**src/rtl/controle_energia.sv**
```systemverilog
// controle_energia: power-state controller. Synchronizes and debounces the
// front-panel button, classifies short/long presses, and combines them with
// the inactivity timer's auto-shutdown pulse C to drive enable/off_pulse.
module controle_energia #(
    parameter int unsigned DEBOUNCE_T  = 4,
    parameter int unsigned LONGPRESS_T = 3000
) (
    input  logic clk,
    input  logic rst,
    input  logic botao,
    input  logic C,
    output logic enable,
    output logic off_pulse
);

    typedef enum logic [1:0] {
        SOLTO        = 2'b00,
        PRESSIONANDO = 2'b01,
        SEGURANDO    = 2'b10
    } btn_t;

    typedef enum logic {
        DESLIGADO = 1'b0,
        LIGADO    = 1'b1
    } pwr_t;

    localparam logic [15:0] DEB = 16'(DEBOUNCE_T);
    localparam logic [15:0] LP  = 16'(LONGPRESS_T);

    logic        s1;
    logic        b_s;
    btn_t        btn;
    pwr_t        pwr;
    logic [15:0] tp;
    logic        long_ev;
    logic        short_ev;

    // Two-flop synchronizer for the asynchronous push button
    always_ff @(posedge clk or posedge rst) begin
        if (rst) begin
            s1  <= 1'b0;
            b_s <= 1'b0;
        end else begin
            s1  <= botao;
            b_s <= s1;
        end
    end

    // Press events are decoded from the current button state so the power
    // FSM reacts on the same edge the button FSM makes its decision
    always_comb begin
        long_ev  = (btn == PRESSIONANDO) && b_s && (tp == LP);
        short_ev = (btn == PRESSIONANDO) && !b_s && (tp >= DEB);
    end

    // Button FSM with saturating press counter
    always_ff @(posedge clk or posedge rst) begin
        if (rst) begin
            btn <= SOLTO;
            tp  <= '0;
        end else begin
            case (btn)
                SOLTO: begin
                    if (b_s) begin
                        btn <= PRESSIONANDO;
                        tp  <= 16'd1;
                    end else begin
                        tp  <= '0;
                    end
                end
                PRESSIONANDO: begin
                    if (!b_s) begin
                        btn <= SOLTO;
                    end else if (tp == LP) begin
                        btn <= SEGURANDO;
                    end else begin
                        tp  <= tp + 16'd1;
                    end
                end
                SEGURANDO: begin
                    if (!b_s) begin
                        btn <= SOLTO;
                    end
                end
                default: begin
                    btn <= SOLTO;
                    tp  <= '0;
                end
            endcase
        end
    end

    // Power FSM: long press, then auto-shutdown, then short-press toggle
    always_ff @(posedge clk or posedge rst) begin
        if (rst) begin
            pwr       <= DESLIGADO;
            enable    <= 1'b0;
            off_pulse <= 1'b0;
        end else begin
            off_pulse <= 1'b0;
            if (long_ev || (C && pwr == LIGADO)) begin
                pwr       <= DESLIGADO;
                enable    <= 1'b0;
                off_pulse <= (pwr == LIGADO);
            end else if (short_ev) begin
                if (pwr == LIGADO) begin
                    pwr       <= DESLIGADO;
                    enable    <= 1'b0;
                    off_pulse <= 1'b1;
                end else begin
                    pwr    <= LIGADO;
                    enable <= 1'b1;
                end
            end
        end
    end

endmodule

```
**config.mk**
```make
export PLATFORM = sky130hd
export DESIGN_NAME = controle_energia
export DESIGN_NICKNAME = d
export VERILOG_FILES = /design/src/rtl/controle_energia.sv
export SDC_FILE = /design/constraint.sdc
export NUM_CORES = 1
export LEC_CHECK = 0
export CORE_UTILIZATION = 25
export CTS_BUF_LIST = sky130_fd_sc_hd__clkbuf_4 sky130_fd_sc_hd__clkbuf_8 sky130_fd_sc_hd__clkbuf_16
export CTS_CLUSTER_SIZE = 20
export DETAILED_ROUTE_END_ITERATION = 8
export SLEW_MARGIN = 15
export SYNTH_ARGS = -nofsm -noshare
export SYNTH_HDL_FRONTEND = slang
export SYNTH_SLANG_ARGS = --single-unit
```
**constraint.sdc**
```tcl
create_clock -name clk -period 2 [get_ports clk]
set_input_delay 0.6 -clock clk [delete_from_list [all_inputs] [get_ports clk]]
set_output_delay 0.6 -clock clk [all_outputs]
set_load 0.01 [all_outputs]
```
# After elaboration in Yosys (flattened, before gate mapping)
# Index checks and enable logic that the tools add are counted.
dict set report word_totals {
  register_bits 22
  inputBits 4
  word_cells 43
  out_inout_bits 2
}
dict set report classes {
  order_cmp 1
  eq_ne 8
  addsub 1
  muxes 15
  bitwise_logic 1
  n_reduce_logical 11
}
# cell n
set ops {}
lappend ops {{$pmux 16 s3} 1}
lappend ops {{$mux 16} 2}
lappend ops {{$add 16x1->16 const B} 1}
lappend ops {{$eq 16x12->1 const B} 1}
lappend ops {{$ge 16x3->1 const B} 1}
lappend ops {{$mux 2} 4}
lappend ops {{$ne 2x2->1 const B} 4}
lappend ops {{$mux 1} 7}
lappend ops {{$pmux 2 s3} 1}
lappend ops {{$reduce_and 3->1} 2}
lappend ops {{$logic_and 1x1->1} 5}
lappend ops {{$ne 3x2->1 const B} 1}
lappend ops {{$eq 2x1->1 const B} 1}
lappend ops {{$eq 2x2->1 const B} 1}
lappend ops {{$logic_not 2->1} 1}
lappend ops {{$reduce_bool 2->1} 1}
lappend ops {{$logic_not 1->1} 1}
lappend ops {{$logic_or 1x1->1} 1}
lappend ops {{$not 1->1} 1}

# Logic depth before layout (Yosys ltp)
dict set report depth {
  word_depth 5
  mapped_depth 6
  depth_no_buf 6
}

# Least setup slack after synthesis
# No wires, ideal clock.
dict set report synth_path {
  path_type {register to register}
  start {register tp[2]}
  end {register pwr}
  setup_ns 0.127
  path_slack_ns 0.101
  arrival_ns 1.772
  period_less_slack_ns 1.899
  stages_incl_launch_ff 6
  n_path_buf 1
  cell_sequence {dfrtp_1 > buf_6 > or4_4 > or4_4 > mux2i_1 > o2bb2ai_1}
}
dict set report synth_via {
  elab_chain_cells 4
  elab_cells_between_ends 7
  cone_classes {order compare: 1; eq/ne: 1; mux: 1; reduce/logical: 4}
}
# item line
set synth_lines {}
lappend synth_lines {{start: declaration} 34} ;# logic [15:0] tp;
lappend synth_lines {{start signal: assignment} 77} ;# tp <= tp + 16'd1;
lappend synth_lines {{parallel branches: the longest is 4 deep, another holds $ge 16x3->1} n/a}
lappend synth_lines {{end signal: assignment} 102} ;# pwr <= DESLIGADO;
lappend synth_lines {{end signal: assignment} 107} ;# pwr <= DESLIGADO;
lappend synth_lines {{end signal: assignment} 111} ;# pwr <= LIGADO;
lappend synth_lines {{end: declaration} 33} ;# pwr_t pwr;
# Several ways; the timed one is not identified.
# A chain may end at the register's enable or synchronous reset.

# Final worst setup path
dict set report layout_path {
  start {register tp[14]}
  end {register pwr}
}
# The elaborated chain is that of the path after synthesis.

==> summary.md <==
| Metric | Value |
|---|---|
| CP arrival | 2030 ps |
| Worst setup SP type | register |
| Sequential Area | 551 um^2 |
| Drt via density | 4.75 |
| Area grow syn2layout | 21.1% |
| # IOs | 6 |
| DR iter-0 viols | 80 |
| CTS H-tree lvls | 1 |
| Post-Synthesis Cell Area | 1240 um^2 |
| CP endpoint kind | register |
| Worst-Margin Slew | 541 ps |
| Peak supply drop | 0.248 mV |
| Final worst path period share | 93.3% |
| Die height | 72.4 um |
| Sum Neg Setup Slack | 0 ps |
| Clock sinks | 22 |
| Pre-Repair DR Iteration Count | 4 |
| Core Area | 4750 um^2 |
| Required time of the worst setup path | 2170 ps |
| Setup slack, reg-to-reg | 130 ps |
| DIE WIDTH | 72.4 um |
| F_max | 536 MHz |
| Max-cap violation count | 0 |
| Initial core utilization | 26.1% |
| Aggregate global-route resource usage | 12.1% |
| Clk network pwr share | 43.9% |
| Most frequent cells in the layout | dfrtp_1 (22), nand2_1 (11), buf_4 (11), nor2_1 (10) |
| CP bufs+invs | 0 |
| Overall power | 964 uW |
| Clock Latency Late Sink | 270 ps |
| First-pass GRT wire length | 4.86 mm |
| Leading cell type in the layout, fill and taps excluded | dfrtp_1 |
| Kind of critical path | register to register |
| Hold Path Sink | b_s |
| Slew margin rel. | 63.8% |
| Largest fanout on the critical path | 4 |
| Clock Skew | 12.2 ps |
| Sw Pwr | 210 uW |
| Final min period | 1870 ps |
| Final net count | 152 |
| Logic pwr share | 7.9% |
| Final Hold Slack | 356 ps |
| Unrepaired setup endpoints after global routing | no |
| Syn Nets | 136 |
| CP most frequent cell | or4_4 |
| Cell chain of the critical path | or4_4, or4_4, mux2i_1, o2bb2ai_1 |
| Post-CTS Setup Repair Bufs | 0 |
| Average wire per standard cell | 12.7 um |
| Top post-synthesis cells by area | dfrtp_1 (44%), nand4_1 (4.5%), nand3_1 (3.6%) |
| Final Hold Viols | 0 |
| Net Sw Frac | 21.8% |
| Maximum buffer depth of the clock tree | 2 |
| Largest stage delay, worst path | 560 ps |
| # diodes | 0 |
| PD cells | 642 nW/um^2 |
| Internal cell power | 754 uW |
| Hold Path Class | register to register |
| Setup-failing EPs final | 0 |
| Drc violations | 0 |
| GR Overflow Total | 0 |
| Fillers | 509 |
| CP top delay family | simple AND/OR/NAND/NOR gates |
| Antenna violations before repair | 0 |
| Synth top area share | 44.4% |
| Final Max Slew Viols | 0 |
| Leading area contributor after synthesis | dfrtp_1 |
| Clock transition at path regs | 90 ps |
| Die area | 5250 um^2 |
| Seq cells post-synth | 22 |
| Post-CTS sizing | 0 |
| Critical path launch point | tp[14] |
| CTS tree | yes |
| Mapped Cells | 130 |
| Critical Path Slowest Stage Cell | or4_4 |
| Post-CTS Hold Fix Bufs | 0 |
| Largest net degree at the start of global routing | 23 |
| Synth Warn # | 0 |
| Final WL | 2.69 mm |
| Part of the Yosys area used for sequential elements | 44.4% |
| Clk root buf | clkbuf_8 |
| Status | complete, no violations |
| Share of cells above drive strength 1 | 14.5% |
| Vias in the first global route | 1033 |
| Worst R2R End | pwr |
| Count of cell types in the netlist | 35 |
| Gp weighted congestion | 0.755 |
| Via count | 1006 |
| Final ANT Viol Nets | 0 |
| Flop pwr share | 48.1% |
| Hold Startpoint | s1 |
| Total CTS buffers | 3 |
| Row count | 25 |
| Mapped Avg Cell Area | 9.54 um^2 |
| PortBufs | 5 |
| Multi-input logic area | 644 um^2 |
| Cells on Worst Hold Path | 0 |
| FF-to-FF path depth | 4 |
| Reg-to-Reg Start | tp[14] |
| Dpl hpwl | 1.87 mm |
| LEAKAGE | 0.000627 uW |
area by class of cell:
| class | count | area share (%) |
|---|---|---|
| Multi-Input combinational cell | 98 | 42.9 |
| Sequential cell | 22 | 36.7 |
| Timing Repair Buffer | 16 | 8.83 |
| Tap cell | 67 | 5.58 |
| Clock buffer | 3 | 2.75 |
| Clock inverter | 1 | 2.00 |
| Inverter | 5 | 1.25 |
power groups by stage:
stage	combinational (uW)	sequential, uW	clock, uW
after floorplan	49.6	471	0
after global placement	76.2	473	0
after detailed placement	77.2	473	0
after CTS	77.7	464	437
after global routing	88.0	467	448
final	76.4	464	424
cell families (layout without fill, tap and decap cells):
| kind of cell | Yosys count | count (layout) | synth area share (%) |
|---|---|---|---|
| AND/OR/NAND/NOR | 66 | 66 | 32.0 |
| buffers and inverters | 10 | 25 | 3.63 |
| flip-flops | 22 | 22 | 44.4 |
| XOR/XNOR | 7 | 7 | 4.94 |
| multiplexers | 2 | 2 | 1.61 |
| AO/OA/AOI/OAI | 21 | 21 | 11.4 |
| adder cells (fa/ha/maj) | 2 | 2 | 2.02 |
worst max path at each step:
stage          endpoint  slack [ps]  cells past startpoint
3_3_place_gp        pwr         140                      4
3_5_place_dp        pwr         140                      4
5_1_grt          enable          90                      1
2_1_floorplan       pwr         100                      5
6_report            pwr         130                      4
4_1_cts             pwr         130                      4
Yosys cell counts:
| master | number |
|---|---|
| nand4_1 | 9 |
| o21ai_0 | 3 |
| o211ai_1 | 2 |
| o311ai_0 | 1 |
| a21oi_1 | 6 |
| nand2b_1 | 5 |
| dfrtp_1 | 22 |
| nor4_2 | 1 |
| nor2b_1 | 3 |
| nor4_4 | 1 |
| nor2_1 | 10 |
| nand3_1 | 9 |
| a31oi_1 | 1 |
| and3_1 | 1 |
| a31o_2 | 1 |
| buf_6 | 1 |
| nand2_1 | 11 |
| o41ai_1 | 1 |
| xor2_1 | 4 |
| or4_4 | 3 |
| nor3_1 | 2 |
| o2bb2ai_1 | 1 |
| nor3b_1 | 1 |
| nand4b_1 | 1 |
| or4_1 | 4 |
| a41o_1 | 1 |
| and4_1 | 2 |
| clkbuf_1 | 4 |
| ha_1 | 2 |
| or3_1 | 3 |
| mux2i_1 | 2 |
| inv_1 | 5 |
| o31ai_1 | 3 |
| xnor2_1 | 3 |
| a211oi_1 | 1 |
sequential cells by signal (all words and copies together) (netlist names):
name / cells
pwr: 1
btn: 2
tp: 16
s1: 1
b_s: 1
off_pulse: 1
worst reg2reg max path: cells and delay by family, from the launching register on:
family,cells,cell delay [ps]
DFF,1,410
AOI/OAI and AO/OA,1,80
muxes,1,150
and+or+nand+nor,2,1120
metal layers:
layer  vias up  track usage, %  routed length [um]
met5         -               0                   0
met2        23            18.6                1210
met3         5            2.22                 100
li1        512               -                   -
met1       466            16.1                1330
met4         0            6.32                  56
per-stage QoR:
step	setup WS (ps)	std cells	instance area [um^2]	util, %
after floorplan	101	130	1240	-
after global placement	139	208	1430	30.1
after detailed placement	141	208	1430	30.1
after CTS	128	212	1500	31.6
after global routing	85.3	212	1500	31.6
final	134	212	1500	31.6
No activity file was read; power rests on OpenSTA's default activity.
